## config.mk

```make
export PLATFORM = sky130hd
export DESIGN_NAME = fault_campaign_ctrl
export DESIGN_NICKNAME = d
export VERILOG_FILES = /design/src/rtl/fault_pkg.sv /design/src/rtl/fault_cnt_seq.sv /design/src/rtl/fault_campaign_ctrl.sv
export SDC_FILE = /design/constraint.sdc
export NUM_CORES = 1
export LEC_CHECK = 0
export ABC_AREA = 0
export BUFFER_PORTS_ARGS = -buffer_cell sky130_fd_sc_hd__buf_2
export CORE_MARGIN = 2
export CORE_UTILIZATION = 49
export CTS_BUF_LIST = sky130_fd_sc_hd__clkbuf_16
export DETAILED_ROUTE_END_ITERATION = 16
export GPL_TIMING_DRIVEN = 0
export PLACE_DENSITY_LB_ADDON = 0.3
export SLEW_MARGIN = 5
export SYNTH_ARGS = -nofsm -noshare
export SYNTH_HDL_FRONTEND = slang
export SYNTH_SLANG_ARGS = --single-unit
```

## constraint.sdc

```tcl
create_clock -name clk -period 17.56 [get_ports clk]
set_input_delay 3.512 -clock clk [delete_from_list [all_inputs] [get_ports clk]]
set_output_delay 3.512 -clock clk [all_outputs]
set_load 0.005 [all_outputs]
```

## src/rtl/fault_pkg.sv

```systemverilog
// Shared types and helpers for the fault-injection campaign controller.
// The one-hot helper is sized generously; callers truncate it to their own bus width.
package fault_pkg;

  localparam int MAX_NG = 1024;

  typedef enum logic [2:0] {
    ST_IDLE,
    ST_APPLY,
    ST_CHECK,
    ST_REPORT,
    ST_DONE
  } state_t;

  function automatic logic [MAX_NG-1:0] onehot_gid(input int unsigned gid);
    logic [MAX_NG-1:0] v;
    v = '0;
    v[0] = 1'b1;
    return v << gid;
  endfunction

endpackage

```

## src/rtl/fault_cnt_seq.sv

```systemverilog
// Campaign position counters: gate ID (major), stuck value (minor) and vector index.
// The controller FSM decides when to clear, step the vector or advance the fault configuration.
module fault_cnt_seq
  import fault_pkg::*;
#(
  parameter int NG_USED = 128,
  parameter int NVEC    = 512,
  parameter int GW      = 7,
  parameter int VW      = 9
) (
  input  logic          clk,
  input  logic          rst,
  input  logic          i_clr,
  input  logic          i_vec_inc,
  input  logic          i_cfg_adv,
  output logic [GW-1:0] o_gid,
  output logic          o_fv,
  output logic [VW-1:0] o_vec_idx,
  output logic          o_vec_last,
  output logic          o_cfg_last
);

  logic [GW-1:0] r_gid;
  logic          r_fv;
  logic [VW-1:0] r_vec_idx;

  always_ff @(posedge clk or posedge rst) begin
    if (rst) begin
      r_gid     <= '0;
      r_fv      <= 1'b0;
      r_vec_idx <= '0;
    end else if (i_clr) begin
      r_gid     <= '0;
      r_fv      <= 1'b0;
      r_vec_idx <= '0;
    end else if (i_cfg_adv) begin
      // fv is the minor index: 0 -> 1 within a gate, then the next gate at fv = 0
      r_vec_idx <= '0;
      if (r_fv) begin
        r_fv  <= 1'b0;
        r_gid <= r_gid + 1'b1;
      end else begin
        r_fv <= 1'b1;
      end
    end else if (i_vec_inc) begin
      r_vec_idx <= r_vec_idx + 1'b1;
    end
  end

  assign o_gid      = r_gid;
  assign o_fv       = r_fv;
  assign o_vec_idx  = r_vec_idx;
  assign o_vec_last = (r_vec_idx == VW'(NVEC - 1));
  assign o_cfg_last = (r_gid == GW'(NG_USED - 1)) && r_fv;

endmodule

```

## src/rtl/fault_campaign_ctrl.sv

```systemverilog
// Runs a full stuck-at campaign over an external combinational adder and streams one
// mismatch count per (gate, stuck value) pair. All outputs are registered from next-state values.
module fault_campaign_ctrl
  import fault_pkg::*;
#(
  parameter  int NG      = 128,
  parameter  int NG_USED = 128,
  parameter  int W       = 4,
  parameter  int NVEC    = 2 ** (2 * W + 1),
  localparam int GW      = (NG > 1) ? $clog2(NG) : 1,
  localparam int VW      = 2 * W + 1,
  localparam int CW      = $clog2(NVEC + 1)
) (
  input  logic          clk,
  input  logic          rst,
  input  logic          start,
  output logic          busy,
  output logic          done,
  output logic [NG-1:0] fault_en_bus,
  output logic          fault_val,
  output logic [W-1:0]  vec_a,
  output logic [W-1:0]  vec_b,
  output logic          vec_cin,
  input  logic [W-1:0]  dut_sum,
  input  logic          dut_cout,
  output logic          res_valid,
  input  logic          res_ready,
  output logic [GW-1:0] res_gid,
  output logic          res_val,
  output logic [CW-1:0] res_err_cnt
);

  state_t        r_state, w_state_next;
  logic [GW-1:0] w_gid;
  logic          w_fv;
  logic [VW-1:0] w_vec_idx;
  logic          w_vec_last, w_cfg_last;
  logic          w_hs, w_clr, w_vec_inc, w_cfg_adv;
  logic [W:0]    w_golden;
  logic          w_mismatch, w_active;
  logic [CW-1:0] r_err_cnt;

  logic          r_busy, w_busy_next;
  logic          r_done, w_done_next;
  logic [NG-1:0] r_fault_en, w_fault_en_next;
  logic          r_fault_val, w_fault_val_next;
  logic [W-1:0]  r_vec_a, w_vec_a_next;
  logic [W-1:0]  r_vec_b, w_vec_b_next;
  logic          r_vec_cin, w_vec_cin_next;
  logic          r_res_valid, w_res_valid_next;
  logic [GW-1:0] r_res_gid, w_res_gid_next;
  logic          r_res_val, w_res_val_next;
  logic [CW-1:0] r_res_err_cnt, w_res_err_cnt_next;

  assign w_hs      = r_res_valid && res_ready;
  assign w_clr     = (r_state == ST_IDLE) && start;
  assign w_vec_inc = (r_state == ST_CHECK) && !w_vec_last;
  assign w_cfg_adv = (r_state == ST_REPORT) && w_hs;

  fault_cnt_seq #(
    .NG_USED (NG_USED),
    .NVEC    (NVEC),
    .GW      (GW),
    .VW      (VW)
  ) u_cnt (
    .clk        (clk),
    .rst        (rst),
    .i_clr      (w_clr),
    .i_vec_inc  (w_vec_inc),
    .i_cfg_adv  (w_cfg_adv),
    .o_gid      (w_gid),
    .o_fv       (w_fv),
    .o_vec_idx  (w_vec_idx),
    .o_vec_last (w_vec_last),
    .o_cfg_last (w_cfg_last)
  );

  assign w_golden   = (W + 1)'(r_vec_a) + (W + 1)'(r_vec_b) + (W + 1)'(r_vec_cin);
  assign w_mismatch = ({dut_cout, dut_sum} != w_golden);

  // Fault stays on across CHECK->APPLY for the same config; it rises one cycle late after REPORT
  assign w_active = (w_state_next == ST_CHECK) ||
                    ((r_state == ST_CHECK) && (w_state_next == ST_APPLY));

  always_ff @(posedge clk or posedge rst) begin
    if (rst) begin
      r_state       <= ST_IDLE;
      r_busy        <= 1'b0;
      r_done        <= 1'b0;
      r_fault_en    <= '0;
      r_fault_val   <= 1'b0;
      r_vec_a       <= '0;
      r_vec_b       <= '0;
      r_vec_cin     <= 1'b0;
      r_res_valid   <= 1'b0;
      r_res_gid     <= '0;
      r_res_val     <= 1'b0;
      r_res_err_cnt <= '0;
    end else begin
      r_state       <= w_state_next;
      r_busy        <= w_busy_next;
      r_done        <= w_done_next;
      r_fault_en    <= w_fault_en_next;
      r_fault_val   <= w_fault_val_next;
      r_vec_a       <= w_vec_a_next;
      r_vec_b       <= w_vec_b_next;
      r_vec_cin     <= w_vec_cin_next;
      r_res_valid   <= w_res_valid_next;
      r_res_gid     <= w_res_gid_next;
      r_res_val     <= w_res_val_next;
      r_res_err_cnt <= w_res_err_cnt_next;
    end
  end

  always_ff @(posedge clk or posedge rst) begin
    if (rst) begin
      r_err_cnt <= '0;
    end else if (w_clr || w_cfg_adv) begin
      r_err_cnt <= '0;
    end else if ((r_state == ST_CHECK) && w_mismatch) begin
      r_err_cnt <= r_err_cnt + 1'b1;
    end
  end

  always_comb begin
    w_state_next = r_state;
    case (r_state)
      ST_IDLE:   if (start) w_state_next = ST_APPLY;
      ST_APPLY:  w_state_next = ST_CHECK;
      ST_CHECK:  w_state_next = w_vec_last ? ST_REPORT : ST_APPLY;
      ST_REPORT: if (w_hs) w_state_next = w_cfg_last ? ST_DONE : ST_APPLY;
      ST_DONE:   w_state_next = ST_IDLE;
      default:   w_state_next = ST_IDLE;
    endcase
  end

  always_comb begin
    w_busy_next        = (w_state_next != ST_IDLE) && (w_state_next != ST_DONE);
    w_done_next        = (w_state_next == ST_DONE);
    w_fault_en_next    = w_active ? NG'(onehot_gid(32'(w_gid))) : '0;
    w_fault_val_next   = w_active ? w_fv : 1'b0;
    w_vec_a_next       = r_vec_a;
    w_vec_b_next       = r_vec_b;
    w_vec_cin_next     = r_vec_cin;
    w_res_valid_next   = r_res_valid;
    w_res_gid_next     = r_res_gid;
    w_res_val_next     = r_res_val;
    w_res_err_cnt_next = r_res_err_cnt;
    if (r_state == ST_APPLY) begin
      {w_vec_cin_next, w_vec_b_next, w_vec_a_next} = w_vec_idx;
    end else if ((w_state_next == ST_DONE) || (w_state_next == ST_IDLE)) begin
      w_vec_a_next   = '0;
      w_vec_b_next   = '0;
      w_vec_cin_next = 1'b0;
    end
    if ((r_state == ST_CHECK) && (w_state_next == ST_REPORT)) begin
      w_res_valid_next   = 1'b1;
      w_res_gid_next     = w_gid;
      w_res_val_next     = w_fv;
      w_res_err_cnt_next = r_err_cnt + CW'(w_mismatch);
    end else if (w_cfg_adv) begin
      w_res_valid_next   = 1'b0;
      w_res_gid_next     = '0;
      w_res_val_next     = 1'b0;
      w_res_err_cnt_next = '0;
    end
  end

  assign busy         = r_busy;
  assign done         = r_done;
  assign fault_en_bus = r_fault_en;
  assign fault_val    = r_fault_val;
  assign vec_a        = r_vec_a;
  assign vec_b        = r_vec_b;
  assign vec_cin      = r_vec_cin;
  assign res_valid    = r_res_valid;
  assign res_gid      = r_res_gid;
  assign res_val      = r_res_val;
  assign res_err_cnt  = r_res_err_cnt;

endmodule

```

[After elaboration in Yosys (flattened, before gate mapping)]
Index checks and enable logic that the tools add are counted.
Storage, ports and cells
  register bits after elaboration: 189
  input bits: 9
  output and inout port bits: 159
  logic and storage cells: 87
Cells by class
  add/subtract/negate cells: 6
  equal/unequal tests: 11
  shifts and indexed selects: 1
  mux-type cells: 30
  reductions and logical operators: 23
Operator list (count)
  128-bit 2-to-1 mux: 1
  1-bit by 7-bit left shift with 128-bit output, first input constant: 1
  10-bit 2-to-1 mux: 4
  7-bit 2-to-1 mux: 5
  9-bit 2-to-1 mux: 3
  3-bit by 2-bit == test with 1-bit output, second input constant: 4
  4-bit 2-to-1 mux: 3
  3-bit case mux with 4 select lines: 1
  10-bit by 1-bit adder with 10-bit output: 1
  10-bit by 1-bit adder with 10-bit output, second input constant: 1
  2-bit nonzero test: 5
  9-bit by 1-bit adder with 9-bit output, second input constant: 1
  9-bit == test, second input constant: 1
  1-bit logical AND: 9
  1-bit 2-to-1 mux: 9
  3-bit 2-to-1 mux: 3
  7-bit by 1-bit adder with 7-bit output, second input constant: 1
  7-bit == test, second input constant: 1
  3-bit by 1-bit == test with 1-bit output, second input constant: 2
  3-bit logical NOT: 2
  3-bit nonzero test: 2
  4-bit by 4-bit adder with 5-bit output: 1
  5-bit by 1-bit adder with 5-bit output: 1
  5-bit != test: 1
  other kinds (6): 8

[Longest topological paths before layout]
  depth in word-level cells: 9
  depth in mapped cells: 14
  mapped depth without buffers: 14

[Modules after synthesis]
Synthesis repeated with hierarchy kept, for this count alone.
Second synthesis, totals
  cells, all modules: 600
  area, all modules: 6920.4 um2
Modules (own cells, without submodules)
  fault_campaign_ctrl: instances 1, cells an instance 515, area an instance 6083.3 um2, seq. area each 4304.1 um2
  fault_cnt_seq: instances 1, cells an instance 85, area an instance 837.1 um2, seq. area each 425.4 um2

[Worst setup path before layout]
OpenSTA, ideal clock, no wires.
  kind: in2reg
  from: in dut_sum[3]
  to: reg r_res_err_cnt[6] (netlist: res_err_cnt[6])
  setup time: 0.133 ns
  data arrival time: 5.050 ns
  required time: 17.427 ns
  setup slack: 12.377 ns
  stages: 10
  path buffers: 0
  cells stage by stage: xnor2_1 -> and3_4 -> o2111ai_2 -> or2_2 -> ha_1 -> ha_1 -> nand3_1 -> nor2_1 -> xnor2_1 -> o21ai_0
On the way
  word-level cells in the longest chain between the ends: 3
RTL lines
  start: declaration: line fault_campaign_ctrl.sv:24  | input logic [W-1:0] dut_sum,
  5-bit != test: line fault_campaign_ctrl.sv:79  | assign w_mismatch = ({dut_cout, dut_sum} != w_golden);
  10-bit by 1-bit adder with 10-bit output: line fault_campaign_ctrl.sv:160  | w_res_err_cnt_next = r_err_cnt + CW'(w_mismatch);
  10-bit 2-to-1 mux: line fault_campaign_ctrl.sv:156  | if ((r_state == ST_CHECK) && (w_state_next == ST_REPORT)) begin
  end signal: assignment: line fault_campaign_ctrl.sv:111  | r_res_err_cnt <= w_res_err_cnt_next;
  end: declaration: line fault_campaign_ctrl.sv:53  | logic [CW-1:0] r_res_err_cnt, w_res_err_cnt_next;
Every way passes these cells.
A chain may end at the register's enable or synchronous reset.

[Worst setup path in the final report]
Ends and elaborated chain as after synthesis.

==> impl_metrics.csv <==
group,metric,value,unit
status,status,"finished, final reports clean",
logic_synthesis,ys_warn_count,0,
floorplan,fp.dieW,123.0,um
place,dpl.hpwl,11.21,mm
clock_network,cts_made_buffers,17,
detailed_routing,vias_per_cell,5.117,
clock_network,cts_tree,"built",
logic_synthesis,synth_top_family_by_area,"simple AND/OR/NAND/NOR gates",
clock_network,cts.sink_count,189,
place,place_congestion,0.8573,
place,placed_area,0.008030,sq mm
floorplan,dieArea,0.01512,sq mm
logic_synthesis,synth_compound_area_share,6.099,%
logic_synthesis,synthAdderAreaFrac,3.104,%
timing,setup_viol,0,
timing,min_period,5.138,ns
floorplan,die_y,123.0,um
logic_synthesis,synth_cell_types,43,
logic_synthesis,synth_top_area_share,68.21,%
logic_synthesis,synth_largest_area_cell,"dfrtp_1",
logic_synthesis,synthCells,598,
timing,holdWs,0.4901,ns
worst_setup_path,crit_path_top_delay_cell,"or2_2",
global_route,grt_pass1_wl,25.23,mm
min_path,hold_path_depth,2,
global_route,antenna_found_initial,0,
global_route,gr-total-overflow,0,
timing,grt_setup_unrepaired,"false",
min_path,min_path_type,"reg2reg",
logic_synthesis,muxShareOfSynthArea,0.2887,%
detailed_routing,wl_per_cell,16.45,um
logic_synthesis,synth_area_leaders,"dfrtp_1 (68%), nor2_1 (8.4%), ha_1 (2.5%)",
clock_network,ctsResizeCount,0,
timing,timing.final.crit_share,29.26,%
logic_synthesis,yosys.area_share.simple,16.89,%
detailed_routing,drt_wl_total,16.09,mm
timing,max_freq,0.1946,GHz
finish,final_design_area_no_fill,0.008640,sq mm
floorplan,rows,43,
clock_network,clockBufferDepth,2,
timing,slew_viol_final,0,
finish,layout-drive-gt1-share,27.19,%
detailed_routing,num_vias,5004,
clock_network,clkTransAtPathRegs,0.07,ns
logic_synthesis,syn_avg_cell_area,11.60,sq um
clock_network,ctsHoldBuffers,0,
floorplan,ioPinCount,168,
power,ir_drop,0.06018,mV
worst_setup_path,r2r-start,"vec_a[0]",
timing,tns,0,ns
floorplan,start_util,50.15,%
worst_setup_path,crit_buf_inv,1,
clock_network,h-tree-depth,4,
floorplan,core-area,0.01383,sq mm
finish,finish.utilization,62.48,%
min_path,hold_start,"res_gid[2]",
global_route,track_usage,22.29,%
detailed_routing,drtPass1Iterations,4,
detailed_routing,drc,0,
logic_synthesis,synth_area,0.006934,sq mm
detailed_routing,detail-route-antenna-nets,0,
timing,skew,0.005267,ns
worst_setup_path,r2r_cells,13,
clock_network,clock_tree.root_cell,"clkbuf_16",
power,p_per_area,125.8,mW/mm^2
worst_setup_path,arrival,5.44,ns
worst_setup_path,cp.required,17.86,ns
worst_setup_path,path_delay_family,"simple AND/OR/NAND/NOR gates",
worst_setup_path,worstPathCellList,"buf_2 > xnor2_1 > and3_4 > o2111ai_2 > or2_2 > ha_1 > ha_1 > nand3_1 > nor2_1 > xnor2_1 > o21ai_0",
worst_setup_path,reg2reg_setup_slack,14.38,ns
global_route,grt_pass1_vias,4784,
run,maxCapViolCount,0,
worst_setup_path,critPathLaunchType,"input pin",
logic_synthesis,yosysSeqAreaShare,68.21,%
power,p_total,1.087,mW
timing,tightest_slew,1.052,ns
finish,diodes,0,
worst_setup_path,crit_fanout,3,
worst_setup_path,path_class,"in2reg",
logic_synthesis,synth_xor_area_share,3.031,%
power,leakage,4.550,nW
timing,hold_viol,0,
detailed_routing,drtIter0Drc,331,
logic_synthesis,syn-num-nets,623,
logic_synthesis,ys_ff_latch,189,
worst_setup_path,cpPeakStageDelay,0.35,ns
place,portBuffers,167,
worst_setup_path,cp-startpoint,"dut_sum[3]",
global_route,grt_max_degree,105,
worst_setup_path,reg2reg_to,"res_err_cnt[6]",
finish,area_growth,24.59,%
clock_network,clock_latency,0.43,ns
worst_setup_path,end_kind,"flip-flop",
clock_network,cts_setup_buffers,0,
min_path,worstHoldEndpoint,"res_gid[2]",
timing,slew_headroom,29.68,%
finish,fin_nets,810,
[worst max path at each step]
stage | to | slack (ns) | depth (start not counted)
finish | res_err_cnt[6] | 12.42 | 11
global route | res_err_cnt[6] | 12.29 | 11
CTS | res_err_cnt[6] | 12.44 | 11
detailed placement | res_err_cnt[6] | 11.98 | 11
global placement | fault_en_bus[27] | 7.41 | 2
floorplan | busy | 8.91 | 1
[metrics by stage]
step	cells	setup WS (ns)
2_1_floorplan	598	8.906
3_3_place_gp	945	7.411
3_5_place_dp	946	11.98
4_1_cts	978	12.44
5_1_grt	978	12.29
6_report	978	12.42
[area by class of cell]
| type | instances | area [sq um] |
|---|---|---|
| Fill cell | 1085 | 5187 |
| Sequential cell | 189 | 4730 |
| Multi-Input combinational cell | 369 | 2039 |
| Timing Repair Buffer | 168 | 863.3 |
| Clock buffer | 17 | 425.4 |
| Tap cell | 180 | 225.2 |
| Clock inverter | 15 | 183.9 |
| Buffer | 29 | 123.9 |
| Inverter | 11 | 48.80 |
[state kept, by name, indices dropped and copies added, names as in the netlist, 3 cells and up]
name / cells
fault_en_bus: 128
r_err_cnt: 10
r_state: 3
res_err_cnt: 10
res_gid: 7
u_cnt.o_gid: 7
u_cnt.o_vec_idx: 9
vec_a: 4
vec_b: 4
[synth_stat cells]
library cell  instances
dfrtp_1             189
o21ai_0              18
and2_1                3
and2b_1               1
and3_4                1
clkbuf_1             16
nor3_4                1
mux2i_1               2
inv_2                 1
or4_1                 5
nor3b_1               2
nor2b_1               3
xnor2_1              11
and3_1                6
nand3b_1              1
nor3b_4               1
buf_1                 5
o31ai_1               7
nor2_1              155
buf_4                 2
o211ai_1              3
a22o_1               16
nand2_1              45
and4_1                1
or3_1                 3
a21o_1                1
nand4_2               1
ha_1                 14
buf_2                 6
fa_1                  2
o21ai_2               1
nor2_2                1
or2_2                 2
nand4_1               8
nand2b_1              2
inv_1                10
nor3_1                4
xor2_1               13
o2111ai_2             1
a21oi_1              13
o21a_1                2
nand3_1              18
o22ai_1               1
[layout by cell type (no fill, tap or decap), types with 2 or more instances in the layout]
cell and count:
dfrtp_1 189, buf_2 173, nor2_1 155, nand2_1 45, nand3_1 18, o21ai_0 18, clkbuf_16 17, clkbuf_1 16
a22o_1 16, ha_1 14, a21oi_1 13, xor2_1 13, xnor2_1 11, inv_1 9, nand4_1 8, o31ai_1 7
and3_1 6, buf_1 5, or4_1 5, inv_6 5, nor3_1 4, and2_1 3, nor2b_1 3, or3_1 3
o211ai_1 3, bufinv_16 3, clkinvlp_4 3, buf_4 2, nor3b_1 2, or2_2 2, nand2b_1 2, inv_8 2
o21a_1 2, mux2i_1 2, fa_1 2, clkinv_1 2
[kinds of logic after synthesis]
group           count (synthesis)
xor+xnor                       24
simple gates                  264
buf+inv                        40
mux                             2
compound gates                 63
fa+ha+maj                      16
flops                         189
[tightest hold or removal path: stages (launching register included)]
cell and delay, ns:
dfrtp_1 0.34, nand2_1 0.04, o21ai_0 0.07
[per-layer routing]
metal,share of wire [%],track usage [%],vias up,wire length (um)
met4,3.0,10.42,0,486
met1,43,29.72,2484,6879
met5,0,0,-,0
met3,5.2,4.105,31,830
met2,49,35.64,160,7895
li1,-,-,2329,-
[report_power, final]
group	switching, mW	internal [mW]
sequential	0.0285	0.465
combinational	0.128	0.0716
clock	0.168	0.226
total	0.324	0.763
Note: power is estimated with default switching activity, not from simulation.
